## src/rtl/vec_pkg.sv

```systemverilog
// vec_pkg: shared types for the vector register write path.
//   VEC_WIDTH / LANE_WIDTH / NUM_LANES describe the 256-bit vector (8 lanes of 32 bits,
//   lane i at bits [32i+31:32i]); VREG_IDX_W is the register-file index width.
//   vec_wr_entry_t is one buffered commit: destination index plus vector data.
package vec_pkg;

    localparam int VEC_WIDTH  = 256;
    localparam int LANE_WIDTH = 32;
    localparam int NUM_LANES  = 8;
    localparam int VREG_IDX_W = 2;

    typedef logic [VEC_WIDTH-1:0]  vec_t;
    typedef logic [VREG_IDX_W-1:0] vreg_idx_t;

    typedef struct packed {
        vreg_idx_t idx;
        vec_t      data;
    } vec_wr_entry_t;

endpackage

```

## src/rtl/vec_fifo.sv

```systemverilog
// vec_fifo: generic synchronous FIFO.
//   clk, rst   : clock, synchronous active-high reset (empties the FIFO)
//   push, din  : write request and entry; accepted when !full, or when full and a pop
//                is accepted in the same cycle
//   pop        : read request; accepted when !empty, advances the head at the edge
//   dout       : head entry (registered storage, valid while !empty)
//   full/empty : occupancy flags; count is the current occupancy (0..DEPTH)
module vec_fifo #(
    parameter int  DEPTH   = 4,
    parameter type entry_t = logic
) (
    input  logic                     clk,
    input  logic                     rst,
    input  logic                     push,
    input  logic                     pop,
    input  entry_t                   din,
    output entry_t                   dout,
    output logic                     full,
    output logic                     empty,
    output logic [$clog2(DEPTH):0]   count
);

    localparam int AW = $clog2(DEPTH);
    localparam int CW = AW + 1;
    localparam logic [CW-1:0] FULL_CNT = CW'(DEPTH);

    entry_t          mem [DEPTH];
    logic [AW-1:0]   wr_ptr;
    logic [AW-1:0]   rd_ptr;
    logic            do_push;
    logic            do_pop;

    assign full    = (count == FULL_CNT);
    assign empty   = (count == '0);
    assign do_pop  = pop && !empty;
    // A pop in the same cycle frees the slot, so a push into a full FIFO is allowed then.
    assign do_push = push && (!full || do_pop);
    assign dout    = mem[rd_ptr];

    always_ff @(posedge clk) begin
        if (do_push) begin
            mem[wr_ptr] <= din;
        end
    end

    // Pointers are AW bits wide and DEPTH is a power of two, so they wrap naturally.
    always_ff @(posedge clk) begin
        if (rst) begin
            wr_ptr <= '0;
            rd_ptr <= '0;
            count  <= '0;
        end else begin
            if (do_push) begin
                wr_ptr <= wr_ptr + AW'(1);
            end
            if (do_pop) begin
                rd_ptr <= rd_ptr + AW'(1);
            end
            case ({do_push, do_pop})
                2'b10:   count <= count + CW'(1);
                2'b01:   count <= count - CW'(1);
                default: count <= count;
            endcase
        end
    end

endmodule

```

## src/rtl/vec_write_buffer.sv

```systemverilog
// vec_write_buffer: collapses the vector assembler's level commit strobe into single
// commits, queues them, and drains them into the vector register file.
//   clk, rst           : clock, synchronous active-high reset
//   vecWrite, vecAddr  : commit strobe (level) and destination register index (16 bits)
//   vector             : assembled 256-bit vector
//   vr_wr_req/addr/data: head entry toward the register file
//   vr_wr_ack          : register file accepted the head this cycle
//   full, count        : FIFO occupancy
//   err_ovf, err_addr  : sticky drop flags (FIFO full / index out of range), cleared by rst
//
// Register-file handshake: vr_wr_req is a valid, vr_wr_ack a ready. An entry transfers on
// the edge where both are high; while req is high and ack low, addr/data hold steady.
// Ack while req is low has no effect. All outputs come from registers.
module vec_write_buffer
    import vec_pkg::*;
#(
    parameter int DEPTH     = 4,
    parameter int NUM_VREGS = 3
) (
    input  logic                    clk,
    input  logic                    rst,
    input  logic                    vecWrite,
    input  logic [15:0]             vecAddr,
    input  logic [255:0]            vector,
    output logic                    vr_wr_req,
    output logic [1:0]              vr_wr_addr,
    output logic [255:0]            vr_wr_data,
    input  logic                    vr_wr_ack,
    output logic                    full,
    output logic [$clog2(DEPTH):0]  count,
    output logic                    err_ovf,
    output logic                    err_addr
);

    localparam logic [15:0] NUM_VREGS_W = 16'(NUM_VREGS);

    logic           prev_write;
    logic [15:0]    prev_addr;
    logic           new_commit;
    logic           addr_ok;
    logic           legal_commit;
    logic           do_pop;
    logic           do_push;
    logic           ovf_drop;
    logic           empty;
    vec_wr_entry_t  din;
    vec_wr_entry_t  head;

    // The assembler holds the strobe while its address sits on the commit location,
    // so only a rising strobe or an address change under the strobe is a new commit.
    assign new_commit   = vecWrite && !(prev_write && (vecAddr == prev_addr));
    // Full 16-bit compare: an index like 16'h0100 must not alias to register 0.
    assign addr_ok      = (vecAddr < NUM_VREGS_W);
    assign legal_commit = new_commit && addr_ok;

    assign do_pop   = vr_wr_req && vr_wr_ack;
    assign do_push  = legal_commit && (!full || do_pop);
    assign ovf_drop = legal_commit && full && !do_pop;

    assign din.idx  = vecAddr[1:0];
    assign din.data = vector;

    vec_fifo #(
        .DEPTH   (DEPTH),
        .entry_t (vec_wr_entry_t)
    ) u_fifo (
        .clk   (clk),
        .rst   (rst),
        .push  (do_push),
        .pop   (do_pop),
        .din   (din),
        .dout  (head),
        .full  (full),
        .empty (empty),
        .count (count)
    );

    assign vr_wr_req  = !empty;
    assign vr_wr_addr = head.idx;
    assign vr_wr_data = head.data;

    always_ff @(posedge clk) begin
        if (rst) begin
            prev_write <= 1'b0;
            prev_addr  <= '0;
            err_ovf    <= 1'b0;
            err_addr   <= 1'b0;
        end else begin
            prev_write <= vecWrite;
            prev_addr  <= vecAddr;
            if (new_commit && !addr_ok) begin
                err_addr <= 1'b1;
            end
            if (ovf_drop) begin
                err_ovf <= 1'b1;
            end
        end
    end

endmodule
```

## config.mk

```make
export PLATFORM = sky130hd
export DESIGN_NAME = vec_write_buffer
export DESIGN_NICKNAME = d
export VERILOG_FILES = /design/src/rtl/vec_pkg.sv /design/src/rtl/vec_fifo.sv /design/src/rtl/vec_write_buffer.sv
export SDC_FILE = /design/constraint.sdc
export NUM_CORES = 1
export LEC_CHECK = 0
export CORE_ASPECT_RATIO = 0.7
export CORE_UTILIZATION = 50
export CTS_CLUSTER_DIAMETER = 120
export DETAILED_ROUTE_END_ITERATION = 6
export DONT_BUFFER_PORTS = 1
export GPL_ROUTABILITY_DRIVEN = 0
export GPL_TIMING_DRIVEN = 0
export PLACE_DENSITY = 0.71
export SYNTH_ARGS = -nofsm -noshare
export SYNTH_HDL_FRONTEND = slang
export SYNTH_SLANG_ARGS = --single-unit
```

## constraint.sdc

```tcl
create_clock -name clk -period 26 [get_ports clk]
set_input_delay 3.9 -clock clk [delete_from_list [all_inputs] [get_ports clk]]
set_output_delay 3.9 -clock clk [all_outputs]
set_load 0.01 [all_outputs]
```

==> results.cfg <==
[sta]
finClkSkew_ps = 24.52
min_period_ps = 6638
finalHoldViolCount = 0
slew-limit-headroom_pct = 42.53
setup_tns_ps = 0
timing.final.max_slew_violations = 0
slew_at_the_pin_with_the_worst_max_slew_slack_ps = 862.1
achievable-frequency_mhz = 150.6
finalCritPeriodShare_pct = 25.53
timing.final.setup_violations = 0
rsz0062_at_grt = false

[floorplanning]
dieArea_mm2 = 0.07790
die_width_um = 333.2
die-height_um = 233.8
design.portCount = 541
initial_core_util_pct = 50.80
core_area_mm2 = 0.07557
fp-row-count = 84

[route]
via_per_inst = 5.886
totalWireLength_um = 73710
final_antenna_net_count = 0
drt_first_iter_violations = 1131
route.detailed.drc = 0
post_drt_wl_per_cell_um = 27.76
route.vias.total = 15628
detailedRoute.firstPassIterationCount = 5

[worst_setup_path]
critical_path.cell_chain = buf_2 -> buf_2 -> buf_1 -> mux4_2
timing.setup.critical_path_class = flop to output pin
timing.critical_path.arrival_ps = 2740
kind_of_end_point_of_the_critical_path = output pin
critPathMaxFanout = 10
path_delay_family = buffers and inverters
crit_buf_inv = 3
worstReg2RegStart = u_fifo.count[0]
cp_slowest_stage_delay_ps = 670
crit_path_frequent_cell = sky130_fd_sc_hd__buf_2
cp.required_ps = 22100
cp_slowest_cell = sky130_fd_sc_hd__buf_1
timing.critical_path.from_type = flop

[grt]
antenna_violations_before_repair = 4
grt_pass1_vias = 16011
grt_use_total_pct = 18.71
global_route_wire_length_before_repair_um = 106400
grt-ovfl-total = 0
grt_start_max_net_pins = 60

[cells_and_area]
layout.filler_cells = 5283
num-nets-final = 1878
final_layout_size_suffix_gt1_share_pct = 26.83
most-common-layout-cells = 1032 x sky130_fd_sc_hd__edfxtp_1, 258 x sky130_fd_sc_hd__mux4_2, 95 x sky130_fd_sc_hd__clkbuf_16
layout.cells.most_common = sky130_fd_sc_hd__edfxtp_1
antenna_cells = 0
synth_to_final_area_change_pct = 11.97
final-instance-count-excl-fill = 2655

[synth]
synth_fp_nets = 1766
yosys.area_share.simple_pct = 0.9192
ys_seq_elements = 1060
synthesis.area_per_instance_um2 = 25.87
share_of_the_yosys_chip_area_belonging_to_registers_pct = 82.19
post_synthesis_compound_gate_area_fraction_pct = 0.1728
postSynthCellCount = 1484
synth_warnings = 0
yosysUniqueCellTypes = 37
mappedNetlistArea_mm2 = 0.03839
synth_top_family_by_area = multiplexers
synth_adder_area_share_pct = 0.2151
synth_mux_area_share_pct = 15.16
synthXorXnorAreaFrac_pct = 0.4563

[clock_tree]
postCtsHoldBufs = 0
cts_buffers = 93
clock_insertion_delay_worst_skew_ps = 640
clk_pin_slew_worst_paths_ps = 60
cts-resized-gates = 0
cts-htree-levels = 3
cts_num_sinks = 1060
cts_buffer_depth = 3
clk_root_buffer_cell = sky130_fd_sc_hd__clkbuf_16
cts_tree = built
post_cts.repair.setup_buffers = 0

[placement]
post_detailed_placement_half_perimeter_wirelength_um = 47370
dp_cells = 2490
portBuffers = 0

[pwr]
vdd_ir_max_v = 0.00005037
total_leakage_power_nw = 12.83
power.density_cell_area_mw_per_mm2 = 74.14

[hold_path]
hold_start = u_fifo.rd_ptr[1]
hp-class = flop to flop

[run_status]
status = complete, no violations

[run]
maxCapViolCount = 0
-- layer usage --
metal	vias up	global-route usage [%]	wire [µm]
li1	6604	-	-
met1	8329	24.00	28270
met2	591	30.29	36730
met3	102	6.863	7100
met4	2	5.328	1593
met5	-	0	7
-- flip-flops by register name (all words and copies together) (netlist names), named ones only --
register and flops:
u_fifo.wr_ptr 2, prev_write 1, err_addr 1, prev_addr 16, err_ovf 1, u_fifo.rd_ptr 2, u_fifo.mem 1032, u_fifo.count 3
-- cell families after synthesis --
kind of cell,Yosys count
flip-flops,1060
multiplexers,259
buffers and inverters,71
AND/OR/NAND/NOR,59
XOR/XNOR,20
AO/OA/AOI/OAI,9
adder cells (fa/ha/maj),6
-- cells in the mapped netlist --
master | count | share of area [%]
sky130_fd_sc_hd__a211oi_1 | 1 | 0.020
sky130_fd_sc_hd__a21oi_1 | 2 | 0.026
sky130_fd_sc_hd__a311o_1 | 1 | 0.026
sky130_fd_sc_hd__a31oi_2 | 1 | 0.033
sky130_fd_sc_hd__and2_1 | 5 | 0.081
sky130_fd_sc_hd__and3_1 | 1 | 0.016
sky130_fd_sc_hd__and4_1 | 2 | 0.046
sky130_fd_sc_hd__buf_1 | 16 | 0.16
sky130_fd_sc_hd__buf_2 | 31 | 0.40
sky130_fd_sc_hd__buf_4 | 7 | 0.14
sky130_fd_sc_hd__buf_6 | 1 | 0.029
sky130_fd_sc_hd__clkbuf_1 | 7 | 0.068
sky130_fd_sc_hd__dfxtp_1 | 28 | 1.5
sky130_fd_sc_hd__edfxtp_1 | 1032 | 81
sky130_fd_sc_hd__fa_1 | 1 | 0.052
sky130_fd_sc_hd__ha_1 | 5 | 0.16
sky130_fd_sc_hd__inv_1 | 8 | 0.078
sky130_fd_sc_hd__inv_2 | 1 | 0.0098
sky130_fd_sc_hd__mux2i_1 | 1 | 0.026
sky130_fd_sc_hd__mux4_2 | 258 | 15
sky130_fd_sc_hd__nand2_1 | 1 | 0.0098
sky130_fd_sc_hd__nand2b_1 | 3 | 0.049
sky130_fd_sc_hd__nand3_1 | 4 | 0.052
sky130_fd_sc_hd__nand3b_1 | 1 | 0.020
sky130_fd_sc_hd__nand4_1 | 8 | 0.13
sky130_fd_sc_hd__nor2_1 | 8 | 0.078
sky130_fd_sc_hd__nor2b_1 | 16 | 0.26
sky130_fd_sc_hd__nor3_1 | 2 | 0.026
sky130_fd_sc_hd__nor3b_1 | 1 | 0.020
sky130_fd_sc_hd__nor4_1 | 4 | 0.065
sky130_fd_sc_hd__nor4_2 | 1 | 0.033
sky130_fd_sc_hd__o21ai_0 | 1 | 0.013
sky130_fd_sc_hd__o22ai_1 | 2 | 0.033
sky130_fd_sc_hd__o32ai_1 | 1 | 0.023
sky130_fd_sc_hd__or3_1 | 2 | 0.033
sky130_fd_sc_hd__xnor2_1 | 17 | 0.39
sky130_fd_sc_hd__xor2_1 | 3 | 0.068
-- cell type report --
| class | count | area (µm²) | share of cell area, % |
|---|---|---|---|
| Clock inverter | 53 | 445.4 | 1.036 |
| Timing Repair Buffer | 17 | 460.4 | 1.071 |
| Sequential cell | 1060 | 31550 | 73.40 |
| Inverter | 9 | 33.78 | 0.07860 |
| Clock buffer | 112 | 2441 | 5.679 |
| Multi-Input combinational cell | 353 | 6507 | 15.14 |
| Buffer | 62 | 305.3 | 0.7103 |
| Tap cell | 989 | 1237 | 2.879 |
-- power by group --
group / switching [W] / leakage (nW) / internal [W] / total [W]
Sequential: 0.000000877 / 9.50 / 0.00187 / 0.00188
Clock: 0.000584 / 1.40 / 0.000722 / 0.00131
Combinational: 0.00000326 / 1.93 / 0.00000316 / 0.00000642
-- worst paths after layout --
| check | to | slack, ps | cells past startpoint |
|---|---|---|---|
| worst min register to register | u_fifo.rd_ptr[1] | 530 | 2 |
| worst max-delay path | vr_wr_data[219] | 19360 | 4 |
| worst min-delay path | u_fifo.rd_ptr[1] | 530 | 2 |
| worst max register to register | u_fifo.mem[2][183] | 22500 | 8 |
-- worst min-delay path, cell delays in order (launching register included) --
cell	delay [ps]
sky130_fd_sc_hd__dfxtp_1	330
sky130_fd_sc_hd__xor2_1	70
sky130_fd_sc_hd__nor2_1	100
-- stage by stage --
step | worst slack (ps) | total power [W] | hold WS (ps) | util [%] | instance area, µm²
6_report | 19360 | 0.003187 | 528.7 | 56.88 | 42980
5_1_grt | 19150 | 0.003276 | 553.7 | 56.88 | 42980
4_1_cts | 19210 | 0.003216 | 524.9 | 56.88 | 42980
3_5_place_dp | 18750 | 0.001918 | 513.9 | 53.06 | 40090
3_3_place_gp | 9984 | 0.001918 | 510.4 | 52.44 | 39620
2_1_floorplan | 14690 | 0.001917 | 478.1 | - | 38390
No activity file was read; power rests on OpenSTA's default activity.
==> variant 1: new RTL, config.mk and constraints unchanged <==
Reset style: asynchronous (`rst`), changed in 2 clocked blocks. Comments in the files are not updated.
--- a/src/rtl/vec_fifo.sv
+++ b/src/rtl/vec_fifo.sv
@@ -44,7 +44,7 @@
     end
 
     // Pointers are AW bits wide and DEPTH is a power of two, so they wrap naturally.
-    always_ff @(posedge clk) begin
+    always_ff @(posedge clk or posedge rst) begin
         if (rst) begin
             wr_ptr <= '0;
             rd_ptr <= '0;
--- a/src/rtl/vec_write_buffer.sv
+++ b/src/rtl/vec_write_buffer.sv
@@ -79,7 +79,7 @@
     assign vr_wr_addr = head.idx;
     assign vr_wr_data = head.data;
 
-    always_ff @(posedge clk) begin
+    always_ff @(posedge clk or posedge rst) begin
         if (rst) begin
             prev_write <= 1'b0;
             prev_addr  <= '0;
Function: changed (Yosys sat finds a counterexample within 4 cycles, from zero or initial values and one cycle with rst high; the reset may be asserted at any time).
==> variant 1 against the unedited design <==
Sequential cell count is 2 lower; count of clock-buffer cells in the layout is 4 higher; critical path type unchanged; highest routed layer unchanged; critical endpoint is now vr_wr_data[163]; routed wire length fell by 0.26%; final area increased by 0.27%; worst setup slack worse by 0.060 ns; synthesized area down 0.12%; fmax decreased by 0.90%; non-clock buffer count is 2 lower.
Power is not compared: it rests on default switching activity, and its combinational part moved more than twofold at a synthesized area within 25%.
==> variant 1: results <==
[setup_path]
cp_max_fo = 10
r2r-end = u_fifo.mem[0][123]$_DFFE_PP_
worstPathArrival_ns = 2.80
ff2ff_path_depth = 7
r2r_setup_slack_ns = 22.89
r2r_start = u_fifo.count[2]$_DFFE_PP0P_

[finish]
fillCellCount = 5205
top_regs = u_fifo.mem x1032, prev_addr x16, u_fifo.count x3
antennaDiodeCount = 0
drive_above_1_share_pct = 27.42
nNetsFinal = 1844

[logic_synthesis]
synth_edf_count = 1032
synthMuxAreaShare_pct = 15.22
yosys-top-cells-area = edfxtp_1 81%, mux4_2 15%, dfrtp_1 1.7%
synthXorXnorAreaFrac_pct = 0.5809
yosysUniqueCellTypes = 35
netlist_top_cells_count = 1,032 x edfxtp_1, 258 x mux4_2, 35 x buf_2, 26 x dfrtp_1, 14 x xnor2_1
synthCells = 1448
synthAdderAreaFrac_pct = 0.2154
synth_compound_area_share_pct = 0.1599
synth_warnings = 0
syn-num-nets = 1730
ys_async_sr_fraction_pct = 2.457
seq_area_frac_synth_pct = 82.52

[clocking]
htree_levels = 3
cts_hold_buf = 0
cts_made_buffers = 93
clk_latency_ns = 0.63
cts-resized-gates = 0
cts_setup_buffers = 0
path_clk_slew_ns = 0.06
cts-root-buf = clkbuf_16

[routing]
wire_per_inst_um = 28.03
first_pass_iters = 5
drt-initial-drc-count = 1180
vias = 15450

[status]
status = finished, final reports clean

[min_path]
holdPathEnd = err_addr$_DFFE_PP0P_
min_path_cells = 1
min_from = err_addr$_DFFE_PP0P_

[grt]
grt_pass1_vias = 15890
track_usage_pct = 18.65
grt_antenna_before_repair = 2
grt_max_degree = 60
grt_pass1_wl_mm = 105.8

[power_and_ir_drop]
leakagePower_nw = 13.30
peakVddDrop_mv = 0.07530

[placed_design]
port-buffer-count = 0
place_hpwl_mm = 47.92

[sta]
max_slew.worst_pin.slew_ns = 1.010
finalClockSkew_ns = 0.02874
[variant 1: cell types whose count changed after synthesis, moves of 5 or more]
cell / delta
dfrtp_1: +26
nor2_1: -5
buf_1: -6
clkbuf_1: +6
buf_4: -7
nor2b_1: -16
dfxtp_1: -28
[variant 1: power by group]
| group | internal, mW | switching (mW) | leakage [nW] |
|---|---|---|---|
| logic | 0.378 | 0.523 | 2.27 |
| registers | 1.88 | 0.00637 | 9.57 |
| clock network | 0.780 | 0.576 | 1.45 |
| total | 3.03 | 1.11 | 13.3 |
[variant 1: worst max-delay path by stage]
stage                            startpoint                           end  slack, ns  cells after the start
4_1_cts        u_fifo.rd_ptr[1]$_DFFE_PP0P_               vr_wr_data[159]      19.12                      4
3_5_place_dp                     vecAddr[4]  u_fifo.mem[0][136]$_DFFE_PP_      19.13                      7
6_report       u_fifo.rd_ptr[1]$_DFFE_PP0P_               vr_wr_data[163]      19.30                      4
5_1_grt        u_fifo.rd_ptr[1]$_DFFE_PP0P_               vr_wr_data[159]      19.07                      4
3_3_place_gp                     vecAddr[2]  u_fifo.mem[3][116]$_DFFE_PP_      15.05                      5
2_1_floorplan                    vecAddr[2]    u_fifo.mem[0][0]$_DFFE_PP_      17.63                      5
[variant 1: metrics by stage]
stage               instance area (um^2)  setup slack (ns)  std cells  hold slack [ns]
floorplan                          38340             17.63       1448           0.4932
global placement                   39580             15.05       2437           0.5149
detailed placement                 40110             19.13       2456           0.5196
CTS                                43100             19.12       2623           0.5372
global route                       43100             19.07       2623           0.5474
finish                             43100             19.30       2623           0.5398
[variant 1: critical path: stages, from the launching register on]
cell and delay, ns:
dfrtp_1 0.31, buf_2 0.19, buf_2 0.43, buf_1 0.71, mux4_2 0.50
[variant 1: kinds of logic (layout without fill, tap and decap cells)]
kind of cell    Yosys count  in the layout
compound gates            6              6
flops                  1058           1058
fa+ha+maj                 6              6
xor+xnor                 22             22
buf+inv                  67            253
simple gates             29             29
mux                     260            260
[variant 1: layer usage]
metal / vias up / global-route usage (%) / share of wire [%] / routed length (um)
met1: 8286 / 23.10 / 38 / 27590
met5: - / 0 / 0.027 / 20
li1: 6489 / - / - / -
met2: 555 / 29.95 / 50 / 36420
met3: 115 / 8.194 / 11 / 7831
met4: 2 / 5.300 / 2.3 / 1655
[variant 1: layout make-up]
cell class	instances	area, um^2	area share [%]
well taps	989	1237	2.871
repair buffers	19	523.0	1.214
multi-input cells	323	6411	14.88
flip-flops and latches	1058	31640	73.42
plain buffers	58	261.5	0.6068
clock inverters	51	566.8	1.315
clock buffers	116	2424	5.623
inverters	9	33.78	0.07839
==> variant 2: new RTL, config.mk and constraints unchanged <==
Without the edit above. `DEPTH` is set to 4 in 2 places; all go to 2.
--- a/src/rtl/vec_fifo.sv
+++ b/src/rtl/vec_fifo.sv
@@ -6,7 +6,7 @@
 //   dout       : head entry (registered storage, valid while !empty)
 //   full/empty : occupancy flags; count is the current occupancy (0..DEPTH)
 module vec_fifo #(
-    parameter int  DEPTH   = 4,
+    parameter int  DEPTH   = 2,
     parameter type entry_t = logic
 ) (
     input  logic                     clk,
--- a/src/rtl/vec_write_buffer.sv
+++ b/src/rtl/vec_write_buffer.sv
@@ -14,7 +14,7 @@
 module vec_write_buffer
     import vec_pkg::*;
 #(
-    parameter int DEPTH     = 4,
+    parameter int DEPTH     = 2,
     parameter int NUM_VREGS = 3
 ) (
     input  logic                    clk,
Interface: changed (resized count); port bits go from 541 to 540. The function was not compared with the original's and may differ.
==> variant 2 against the unedited design <==
Sequential cell count shrank 520; clock power shrank 49%; final area shrank 48%; synthesized area shrank 49%; global-route usage grew 0.20 points; total power shrank 49%; final cell count shrank 42%; worst setup slack gained 0.31 ns; fmax grew 4.9%; routed wire length shrank 46%; sequential share of layout area shrank 1.4 points; largest power group unchanged; utilization grew 0.58 points; critical path depth grew 6.
==> variant 2: results <==
[status]
status = finished, final reports clean

[finish]
nClkBuffers = 58
area_growth_pct = 12.88
top_regs = u_fifo.mem x516, prev_addr x16, u_fifo.count x2
nNetsFinal = 1260
antennaDiodeCount = 2
sh_seq_area_pct = 72.05
bufAreaShareNonClock_pct = 2.376

[min_path]
holdPathEnd = u_fifo.rd_ptr$_SDFFE_PP0P_

[grt]
track_usage_pct = 18.92
grt_pass1_vias = 8562
grt_max_degree = 33
grt_pass1_wl_mm = 55.26
grt_antenna_before_repair = 1

[logic_synthesis]
netlist_top_cells_count = 516 x edfxtp_1, 258 x mux2_1, 28 x buf_2, 24 x dfxtp_1, 17 x nor2b_1
seq_area_frac_synth_pct = 81.34
syn-cell-area_um2 = 19640
yosys-top-cells-area = edfxtp_1 79%, mux2_1 15%, dfxtp_1 2.4%
synth_edf_count = 516
synth_seq_cells = 540

[setup_path]
cp_slowest_cell = nor2_4
cpPeakStageDelay_ns = 0.58
worstPathArrival_ns = 6.59
cpLargestDelayFamily = simple AND/OR/NAND/NOR gates
cp_max_fo = 29
ff2ff_path_depth = 10

[sta]
max_freq_ghz = 0.1581
finalClockSkew_ns = 0.01075

[routing]
first_pass_iters = 4
totalWireLength_mm = 39.59
vias = 8485
drt-initial-drc-count = 539

[clocking]
clk_latency_ns = 0.56

[power_and_ir_drop]
peakVddDrop_mv = 0.06091
==> variant 2: tightest hold or removal path: stages (launching register included) <==
cell     delay [ns]
dfxtp_1        0.33
xnor2_1        0.09
nor2_1         0.08
==> variant 2: metal layers <==
layer	part of all wire, %	routed length (um)	global-route usage, %
met5	0	0	0
met4	2.6	1020	5.853
met3	10	4154	8.116
met2	52	20480	33.05
met1	35	13930	20.81
==> variant 2: logic make-up (layout without fill, tap and decap cells) <==
family                     Yosys count  count (layout)  synth area share (%)
AOI/OAI and AO/OA                    8               8                0.3185
xor gates and xnor gates            19              19                0.8472
adders and majority gates            1               1               0.06369
buffers and inverters               34             140                0.8281
DFF                                540             540                 81.34
muxes                              259             259                 14.84
other                                0               2                     0
and+or+nand+nor                     52              52                 1.765
==> variant 2: power breakdown <==
group          internal, mW  switching, mW  leakage [nW]
Sequential            0.953       0.000865          4.83
Combinational       0.00269        0.00295          1.53
Clock                 0.363          0.301         0.730
